$ cat src/rtl/popcount_pkg.sv
// Shared types and width helpers for the chunked popcount sequencer.
package popcount_pkg;

  localparam int unsigned CHUNK_W        = 3;
  localparam int unsigned CHUNKS_DEFAULT = 4;

  typedef enum logic [1:0] {
    IDLE = 2'd0,
    RUN  = 2'd1,
    DONE = 2'd2
  } state_t;

  // Input word width for a given chunk count.
  function automatic int unsigned calc_w(input int unsigned chunks);
    return CHUNK_W * chunks;
  endfunction

  // Count width able to hold every value 0..W.
  function automatic int unsigned calc_cw(input int unsigned chunks);
    return $clog2(CHUNK_W * chunks + 1);
  endfunction

endpackage

$ cat src/rtl/popcount3.sv
// Combinational population count of a 3-bit chunk.
module popcount3 (
  input  logic [2:0] bits,
  output logic [1:0] count
);

  assign count = 2'(bits[0]) + 2'(bits[1]) + 2'(bits[2]);

endmodule

$ cat src/rtl/popcount_sequencer.sv
// Counts the 1 bits of an accepted word, one 3-bit chunk per cycle, with
// valid/ready handshakes on both sides and a synchronous abort.
module popcount_sequencer
  import popcount_pkg::*;
#(
  parameter  int unsigned CHUNKS = CHUNKS_DEFAULT,
  localparam int unsigned W      = calc_w(CHUNKS),
  localparam int unsigned CW     = calc_cw(CHUNKS)
) (
  input  logic          clk,
  input  logic          rst_n,
  input  logic          abort,
  input  logic          in_valid,
  output logic          in_ready,
  input  logic [W-1:0]  in_data,
  output logic          out_valid,
  input  logic          out_ready,
  output logic [CW-1:0] out_count,
  output logic          busy
);

  localparam int unsigned    IW       = (CHUNKS > 1) ? $clog2(CHUNKS) : 1;
  localparam logic [IW-1:0]  LAST_IDX = IW'(CHUNKS - 1);

  state_t         state_q, state_d;
  logic [W-1:0]   shift_q, shift_d;
  logic [CW-1:0]  acc_q, acc_d;
  logic [IW-1:0]  idx_q, idx_d;
  logic [1:0]     chunk_count;

  logic           in_ready_d;
  logic           out_valid_d;
  logic           busy_d;
  logic [CW-1:0]  out_count_d;

  popcount3 u_popcount3 (
    .bits  (shift_q[CHUNK_W-1:0]),
    .count (chunk_count)
  );

  // Next-state, datapath and next-output logic.
  always_comb begin
    state_d = state_q;
    shift_d = shift_q;
    acc_d   = acc_q;
    idx_d   = idx_q;

    unique case (state_q)
      IDLE: begin
        if (in_valid) begin
          state_d = RUN;
          shift_d = in_data;
          acc_d   = '0;
          idx_d   = '0;
        end
      end
      RUN: begin
        acc_d   = acc_q + CW'(chunk_count);
        shift_d = shift_q >> CHUNK_W;
        idx_d   = idx_q + IW'(1);
        if (idx_q == LAST_IDX) begin
          state_d = DONE;
          idx_d   = '0;
        end
      end
      DONE: begin
        if (out_ready) begin
          state_d = IDLE;
        end
      end
      default: begin
        state_d = IDLE;
      end
    endcase

    // Abort wins over any handshake on the same edge.
    if (abort) begin
      state_d = IDLE;
      shift_d = '0;
      acc_d   = '0;
      idx_d   = '0;
    end

    // Outputs are registered from the next state so they track the FSM exactly.
    in_ready_d  = (state_d == IDLE);
    out_valid_d = (state_d == DONE);
    busy_d      = (state_d != IDLE);
    out_count_d = (state_d == DONE) ? acc_d : '0;
  end

  // State, datapath and output registers.
  always_ff @(posedge clk or negedge rst_n) begin
    if (!rst_n) begin
      state_q   <= IDLE;
      shift_q   <= '0;
      acc_q     <= '0;
      idx_q     <= '0;
      in_ready  <= 1'b1;
      out_valid <= 1'b0;
      busy      <= 1'b0;
      out_count <= '0;
    end else begin
      state_q   <= state_d;
      shift_q   <= shift_d;
      acc_q     <= acc_d;
      idx_q     <= idx_d;
      in_ready  <= in_ready_d;
      out_valid <= out_valid_d;
      busy      <= busy_d;
      out_count <= out_count_d;
    end
  end

endmodule

$ cat config.mk
export PLATFORM = sky130hd
export DESIGN_NAME = popcount_sequencer
export DESIGN_NICKNAME = d
export VERILOG_FILES = /design/src/rtl/popcount_pkg.sv /design/src/rtl/popcount3.sv /design/src/rtl/popcount_sequencer.sv
export SDC_FILE = /design/constraint.sdc
export NUM_CORES = 1
export LEC_CHECK = 0
export CAP_MARGIN = 20
export CORE_MARGIN = 2
export CORE_UTILIZATION = 45
export CTS_CLUSTER_DIAMETER = 60
export CTS_CLUSTER_SIZE = 10
export DETAILED_ROUTE_END_ITERATION = 16
export PLACE_DENSITY = 0.82
export REMOVE_ABC_BUFFERS = 1
export SETUP_SLACK_MARGIN = 0.5
export SKIP_CTS_REPAIR_TIMING = 1
export SYNTH_ARGS = -nofsm -noshare
export SYNTH_HDL_FRONTEND = slang
export SYNTH_SLANG_ARGS = --single-unit
$ cat constraint.sdc
create_clock -name clk -period 5.7 [get_ports clk]
set_input_delay 1.14 -clock clk [delete_from_list [all_inputs] [get_ports clk]]
set_output_delay 1.14 -clock clk [all_outputs]
set_load 0.1 [all_outputs]
==> results by stage, run 1 <==
Worst setup path:
- The number of logic stages on the critical path including buffering is 1.
- In this design, the stage delay of the slowest critical-path cell is 1.13 ns.
- The worst register-to-register path ends at acc_q[2].
- Data on the critical path is required at its endpoint by about 4.6 ns.
- In this design, the largest share of critical-path delay is due to buffers and inverters.
- The worst reg-to-reg path cell count is 7.
- The critical path in this run is classified as flip-flop to output port.
- For the worst setup path, the data arrival time is roughly 2 ns.
- In this run the register-to-register setup slack is 3.48 ns.
- The critical path starts at in_ready.
- The worst reg2reg path startpoint is shift_q[0].
- Traced cell by cell, the critical path runs through clkdlybuf4s50_1.
- The most critical setup path has its endpoint at in_ready.
- STA classifies the critical path startpoint as a flip-flop.
- The type of destination of the critical path is an output port.
- The largest fanout of any net on the critical path is 1.
- Among all stages on the critical path, the largest delay is contributed by sky130_fd_sc_hd__clkdlybuf4s50_1.
- The buffering stage count on the worst path with inverters included is 1.

GRT:
- The overall fraction of global-route tracks in use is 16.22%.
- The first-pass GRT wire length is 4312 um.
- The maximum number of pins on one net before global-route repair is 27.
- The total overflow left after global routing is 0.
- The number of antenna violations at the first check in global routing is 0.
- The number of global-route vias before repair is just over 1,000.

Clock tree:
- The clock slew at the register clock pins of the worst setup and hold paths is 0.14 ns.
- Clock latency on the worst-skew pair, taken at its later pin, is between 0.3 and 0.4 ns.
- TritonCTS built the clock tree.
- Buffers inserted during clock tree synthesis total 3.
- In this run the number of H-tree levels came out at 1.
- The CTS sink count is 27.
- The tree is rooted in a sky130_fd_sc_hd__clkbuf_4.
- The worst-case clock buffer depth is 2.

Power:
- Summed over all cells, the static leakage comes to about 0.00071 uW.
- The switching power is 97.57 uW.
- Of the total power, the clock network draws 22.8%.
- Combinational logic burns 18.1% of the power.
- The internal power component is between 200 and 300 uW.
- The worst-case IR drop observed on VDD is 0.1520 mV.
- The share of total power in sequential cells is 59.1%.
- Net switching is roughly 28% of the power.
- Power spread over the standard cell area amounts to roughly 220 nW/um^2.

Synth:
- The number of distinct library cell variants in the gate-level netlist after synthesis is 32.
- The biggest area contributor in the post-synthesis netlist is sky130_fd_sc_hd__dfrtp_1.
- The mapped netlist covers 1345 um^2.
- The warning count from the yosys run is 0.
- In this run the mean area of a mapped cell was 11.02 um^2.
- Counting every instance in the synthesized netlist gives between 100 and 150.
- Sorting the synthesized cells by area gives the leading types as sky130_fd_sc_hd__dfrtp_1 (48%), sky130_fd_sc_hd__mux2i_1 (6.7%), sky130_fd_sc_hd__a211oi_1 (5.0%).
- The proportion of synthesized chip area in sequential cells is 50.33%.
- The synthesized design devotes to its leading area cell type 48.37% of total area.
- The synthesis-stage register bit count is 27.

Outcome:
- The final reports fail on design-rule violations.
- The flow ran to the end, but the final reports show violations.

Timing:
- Summed over all failing endpoints, the final setup total negative slack is 0 ns.
- Setup repair after global routing left no endpoint under its margin.
- The final count of pins violating max slew was 0.
- Hold timing on the final database bottoms out at a slack of 0.5678 ns.
- For the final database, setup skew stands at just over 0.003 ns.
- The total of endpoints with negative setup slack in the final report is 0.
- In the finished design, the share of the clock period the worst path needs comes to 54.97%.
- Measured against its own limit, the worst slew margin works out to 34.93%.
- The final number of hold-violating endpoints is 0.
- The maximum clock frequency is roughly 0.32 GHz.
- The worst path in the final design needs a cycle of 3.133 ns, including I/O delays and setup.
- At the pin with the least slew margin, the transition time is roughly 1 ns.

Finish:
- The repair_antennas step left the layout with diodes totalling 0.
- The proportion of layout cells with a drive suffix above 1 is 10.56%.
- The number of filler instances in the final layout is 247.
- The growth of design area from synthesis to finish is 18.70%.
- The library cells used most frequently in the layout, excluding fill and tap cells, are sky130_fd_sc_hd__dfrtp_1 (26), sky130_fd_sc_hd__clkdlybuf4s50_1 (23), sky130_fd_sc_hd__nor2_1 (15), sky130_fd_sc_hd__a211oi_1 (9), sky130_fd_sc_hd__mux2i_1 (9).
- Across the whole layout, storage elements account for 676.9 um^2.
- In the final layout, the multi-input gates occupy roughly 580 um^2.
- Leaving out fill and tap cells, the most frequent cell in the layout is sky130_fd_sc_hd__dfrtp_1.
- At the end of the flow, the number of nets in the layout was roughly 170.

Detailed routing:
- The pre-antenna-repair detailed-routing pass consisted of 10 iterations.
- In the routed layout, each cell is associated on average with a via count of 5.497.
- The detail route stage leaves a number of antenna-violating nets equal to 0.
- For this block, the initial DRC count from the detailed router was 33.
- Detailed routing inserted a total of 951 vias.
- The average wire length per cell after detail routing is 14.16 um.
- The total length of routed wires is 2450 um.
- In the routed design, unresolved DRC markers number 1.

Floorplanning:
- The core region is roughly 2800 um^2.
- The row count is 19.
- The die outline area is 3442 um^2.
- The die is 58.67 um wide.
- The initial core utilization is around 48%.
- The vertical extent of the die is between 50 and 60 um.
- For this design the top-level I/O count stands at 24.

Place:
- Port buffering added 23 buffers.
- The sum of net half-perimeters after detailed placement is 1845 um.
- The routability congestion estimate from global placement is 0.7182.

Hold path:
- The worst min-delay path class is flip-flop to flip-flop.

Job:
- The tool flagged a number of max-cap violations equal to 0.
==> per-stage QoR <==
step | total power, uW | cell area [um^2] | instances | worst slack (ns) | utilization (%)
final | 354.1 | 1597 | 173 | 2.567 | 56.91
after global routing | 375.4 | 1597 | 173 | 2.520 | 56.91
after CTS | 359.3 | 1597 | 173 | 2.547 | 56.91
after floorplan | 248.7 | 1285 | 113 | 3.638 | -
after global placement | 274.5 | 1569 | 169 | 2.949 | 55.93
after detailed placement | 278.2 | 1569 | 169 | 2.909 | 55.93
==> per-layer routing <==
layer,vias up,global-route usage [%],wire length (um)
met1,473,20.23,1050
li1,462,-,-
met5,-,0,0
met4,0,6.818,31
met2,12,28.89,1325
met3,4,1.319,43
==> power groups by stage <==
stage | combinational [uW] | sequential, uW | clock, uW
after floorplan | 30.1 | 219 | 0
after global placement | 62.3 | 212 | 0
after detailed placement | 65.2 | 213 | 0
after CTS | 65.2 | 209 | 84.7
after global routing | 71.8 | 211 | 92.6
final | 64.2 | 209 | 80.6
==> synth_stat cells <==
| cell type | count |
|---|---|
| sky130_fd_sc_hd__a211oi_1 | 9 |
| sky130_fd_sc_hd__a211oi_2 | 1 |
| sky130_fd_sc_hd__a21o_1 | 3 |
| sky130_fd_sc_hd__a21o_4 | 1 |
| sky130_fd_sc_hd__a21oi_1 | 7 |
| sky130_fd_sc_hd__a21oi_2 | 2 |
| sky130_fd_sc_hd__a22oi_1 | 4 |
| sky130_fd_sc_hd__and2_1 | 1 |
| sky130_fd_sc_hd__buf_2 | 3 |
| sky130_fd_sc_hd__buf_4 | 2 |
| sky130_fd_sc_hd__buf_6 | 2 |
| sky130_fd_sc_hd__clkbuf_1 | 2 |
| sky130_fd_sc_hd__dfrtp_1 | 26 |
| sky130_fd_sc_hd__dfstp_2 | 1 |
| sky130_fd_sc_hd__fa_1 | 2 |
| sky130_fd_sc_hd__ha_1 | 3 |
| sky130_fd_sc_hd__inv_1 | 6 |
| sky130_fd_sc_hd__inv_2 | 1 |
| sky130_fd_sc_hd__mux2i_1 | 9 |
| sky130_fd_sc_hd__nand2_1 | 4 |
| sky130_fd_sc_hd__nand2b_1 | 4 |
| sky130_fd_sc_hd__nand3b_1 | 5 |
| sky130_fd_sc_hd__nor2_1 | 15 |
| sky130_fd_sc_hd__nor2b_1 | 1 |
| sky130_fd_sc_hd__nor3_1 | 1 |
| sky130_fd_sc_hd__nor3_2 | 1 |
| sky130_fd_sc_hd__o21ai_0 | 1 |
| sky130_fd_sc_hd__o21ba_1 | 1 |
| sky130_fd_sc_hd__o21bai_2 | 1 |
| sky130_fd_sc_hd__o221ai_1 | 1 |
| sky130_fd_sc_hd__or3_1 | 1 |
| sky130_fd_sc_hd__or3b_4 | 1 |
==> kinds of logic after synthesis <==
logic type                 Yosys count  synth area share (%)
muxes                                9                 6.698
AOI/OAI and AO/OA                   31                 17.49
DFF                                 27                 50.33
adders and majority gates            5                 5.768
buffers and inverters               16                 6.418
and+or+nand+nor                     34                 13.30
==> registers in the layout (all words and copies together), names as in the netlist <==
name       count
idx_q          2
out_valid      1
acc_q          4
state_q        2
in_ready       1
out_count      4
busy           1
shift_q       12
==> final cells by class <==
class,count,share of cell area (%)
Clock inverter,1,0.3135
Timing Repair Buffer,25,15.36
Clock buffer,3,1.411
Multi-Input combinational cell,79,36.44
Sequential cell,27,42.40
Tap cell,31,2.429
Inverter,7,1.646
==> worst min-delay path by stage <==
stage,startpoint,slack (ns),cells after the start,endpoint
6_report,shift_q[10],0.57,2,shift_q[10]
3_5_place_dp,shift_q[10],0.55,2,shift_q[10]
4_1_cts,shift_q[10],0.57,2,shift_q[10]
5_1_grt,shift_q[6],0.60,2,shift_q[6]
3_3_place_gp,idx_q[1],0.52,2,idx_q[1]
2_1_floorplan,idx_q[1],0.51,2,idx_q[1]
(Power assumes the default switching activity.)
==> run 2, diff against run 1 <==
PLACE_DENSITY = 0.85   (was 0.82)
clock period = 2.6 ns   (was 5.7 ns; I/O delays follow)
==> results by stage, run 2 (synthesis results as in run 1) <==
Detailed routing:
- The iteration-0 DRC count of the detailed router is 12 (-64%).
- The number of iterations in the first detailed-routing pass is 4 (-6).
- The number of nets still failing antenna checks after routing came to 0 (unchanged).
- The total via count after detailed routing came to 952 (+0.11%).
- The total length of routed wires is 2438 um (-0.49%).
- The average wire length per cell after detail routing was 13.93 um (-1.6%).
- The residual DRC count was 0 (-1).
- The routed via count divided by cell count came to 5.440 (-1.0%).

Timing:
- The final setup skew is 0.004637 ns (+0.001557 ns).
- The total of endpoints with negative setup slack in the final report came to 0 (unchanged).
- The final count of pins violating max slew is 0 (unchanged).
- Setup repair after global routing could not meet its margin everywhere.
- The worst path uses 80.40% of the clock period.
- The transition time at the pin with the least slew margin was 0.6036 ns (-0.3695 ns).
- The final number of hold-violating endpoints is 0 (unchanged).
- The maximum clock frequency is 0.4784 GHz.
- The sum of negative setup slack is 0 ns (unchanged).
- The worst setup slack after layout came to 0.5097 ns (-2.057 ns).
- The relative max-transition margin is 59.76% (+25 points).
- Subtracting the final worst setup slack from the clock period gives 2.090 ns.

Finish:
- The top cell types in the final layout, fill and taps aside, are sky130_fd_sc_hd__dfrtp_1 (26), sky130_fd_sc_hd__clkdlybuf4s50_1 (16), sky130_fd_sc_hd__nor2_1 (15), sky130_fd_sc_hd__buf_4 (11).
- The number of filler instances in the final layout was 246 (-0.40%).
- In the final layout, the registers with the most flip-flops are shift_q (12), acc_q (4), out_count (4).
- The proportion of layout cells with a drive suffix above 1 was 22.22% (+12 points).
- The number of cells in the finished layout apart from fillers is 175 (+1.2%).
- The growth of design area from synthesis to finish is 20.84%.
- The register area is 676.9 um^2 (unchanged).
- More flip-flops sit in one register than any other, and that register is shift_q.
- The final net count is 167 (+1.2%).
- The final cell utilization of the core was 57.94% (+1.0 points).
- The number of antenna diodes was 0 (unchanged).
- Leaving out fill and tap cells, the most frequent cell in the layout is sky130_fd_sc_hd__dfrtp_1.
- The area of combinational cells with multiple inputs is 614.3 um^2 (+5.6%).
- The flip-flop count of the largest register after layout came to 12 (unchanged).

Job:
- The number of maximum-capacitance violations is 0 (unchanged).

Floorplanning:
- The vertical extent of the die was 58.67 um (unchanged).
- The initial core utilization came to 47.95% (unchanged).
- The die outline area is 3442 um^2 (unchanged).
- The row count came to 19 (unchanged).
- The I/O pin count is 24 (unchanged).
- The die outline width is 58.67 um (unchanged).
- The core box area is 2805 um^2 (unchanged).

GRT:
- The number of antenna violations at the first check in global routing is 0 (unchanged).
- The first-pass GRT wire length is 3974 um (-7.8%).
- The overall fraction of global-route tracks in use was 15.08% (-1.1 points).
- The number of global-route vias before repair was 905 (-10%).
- The maximum number of pins on one net before global-route repair is 28 (+3.7%).
- The remaining global-route overflow is 0 (unchanged).

Power:
- The maximum vdd drop is 0.2300 mV (+51%).
- The power per cell area is 482.9 nW/um^2 (+120%).
- The static leakage is 0.0007337 uW (+3.4%).
- The power consumption was 784.9 uW (+120%).

Worst setup path:
- The largest individual stage delay along the critical path comes from the cell sky130_fd_sc_hd__fa_1.
- The worst setup path is captured at a flip-flop.
- The largest fanout of any net on the critical path is 2 (+1).
- The largest incremental delay on the critical path was 0.55 ns (-0.58 ns).
- The worst register-to-register path begins at shift_q[0].
- The buffering stage count on the worst path with inverters included is 2 (+1).
- The kind of cell with the highest combined delay along the critical path is adder cells.
- The kind of start point of the critical path is a flip-flop.
- Traced cell by cell, the critical path runs through fa_1, ha_2, inv_2, fa_2, inv_2, a22oi_2, nor2_1.
- The arrival time of data at the critical path endpoint came to 2.29 ns (+0.30 ns).
- The category of the critical setup timing path is flip-flop to flip-flop.
- The number of logic stages on the critical path including buffering came to 7 (+6).
- The library cell appearing most often on the critical path is sky130_fd_sc_hd__inv_2.
- The most critical setup path has its startpoint at shift_q[0].
- The required time of the critical path was 2.80 ns (-1.76 ns).
- The worst reg-to-reg path cell count is 7 (unchanged).

Clock tree:
- The number of CTS-inserted buffers is 3 (unchanged).
- The clock slew at the register clock pins of the worst setup and hold paths is 0.13 ns (about the same).
- The total number of H-tree levels came to 1 (unchanged).
- The cell at the root of the clock tree is sky130_fd_sc_hd__clkbuf_4.
- The CTS sink count is 27 (unchanged).
- The insertion delay to the later sink of the worst-skew pair was 0.32 ns (about the same).
- The clock tree from TritonCTS is built.
- The worst-case clock buffer depth was 2 (unchanged).

Place:
- The sum of net half-perimeters after detailed placement came to 1788 um (-3.0%).
- The routability congestion estimate from global placement was 0.8469 (+18%).
- The worst-case setup slack after placement was 0.3976 ns (-2.511 ns).
- The number of port buffers is 23 (unchanged).
- The instance count after placement with tap cells included is 170 (+0.59%).

Hold path:
- The worst min-delay path class is input port to asynchronous set/reset pin.

Outcome:
- The run finished with clean final reports.
[run 2: cell count changes in the layout (fill, tap and decap cells not counted), sizes merged]
cell,delta
buf,+9
clkdlybuf4s50,-7
clkbuf,+1
clkinv,-1
[run 2: metal layers]
layer	wire length [um]	vias up	GRT usage, %	part of all wire [%]
met3	96	4	2.198	3.9
met1	1105	457	19.77	45
met2	1211	23	25.36	50
met4	25	0	5.844	1.0
met5	0	-	0	0
li1	-	468	-	-
[run 2: layout make-up]
cell class                 instances  share of cell area, %
clock buffer                       4                  1.617
multi-input combinational         79                  37.80
tap                               31                  2.386
inverter                           7                  1.617
timing repair buffer              27                  14.93
sequential                        27                  41.65
[run 2: path summary, 6_finish.rpt]
| check | end | slack (ns) |
|---|---|---|
| worst min register to register | idx_q[1] | 0.56 |
| max in group asynchronous | in_ready | 1.76 |
| worst min-delay path | shift_q[2] | 0.55 |
| worst max-delay path | acc_q[1] | 0.51 |
| worst max register to register | acc_q[1] | 0.51 |
| min in group clk | idx_q[1] | 0.56 |
[run 2: where the power goes]
part	switching, uW	leakage (uW)	total [uW]	internal (uW)
Clock	115	0.0000150	175	60.1
Sequential	17.8	0.000360	460	442
Combinational	82.1	0.000359	150	67.6
[run 2: through the flow]
stage	area [um^2]	hold WS (ns)
2_1_floorplan	1285	0.2244
3_3_place_gp	1559	0.5222
3_5_place_dp	1559	0.5379
4_1_cts	1585	0.5441
5_1_grt	1625	0.5551
6_report	1625	0.5469
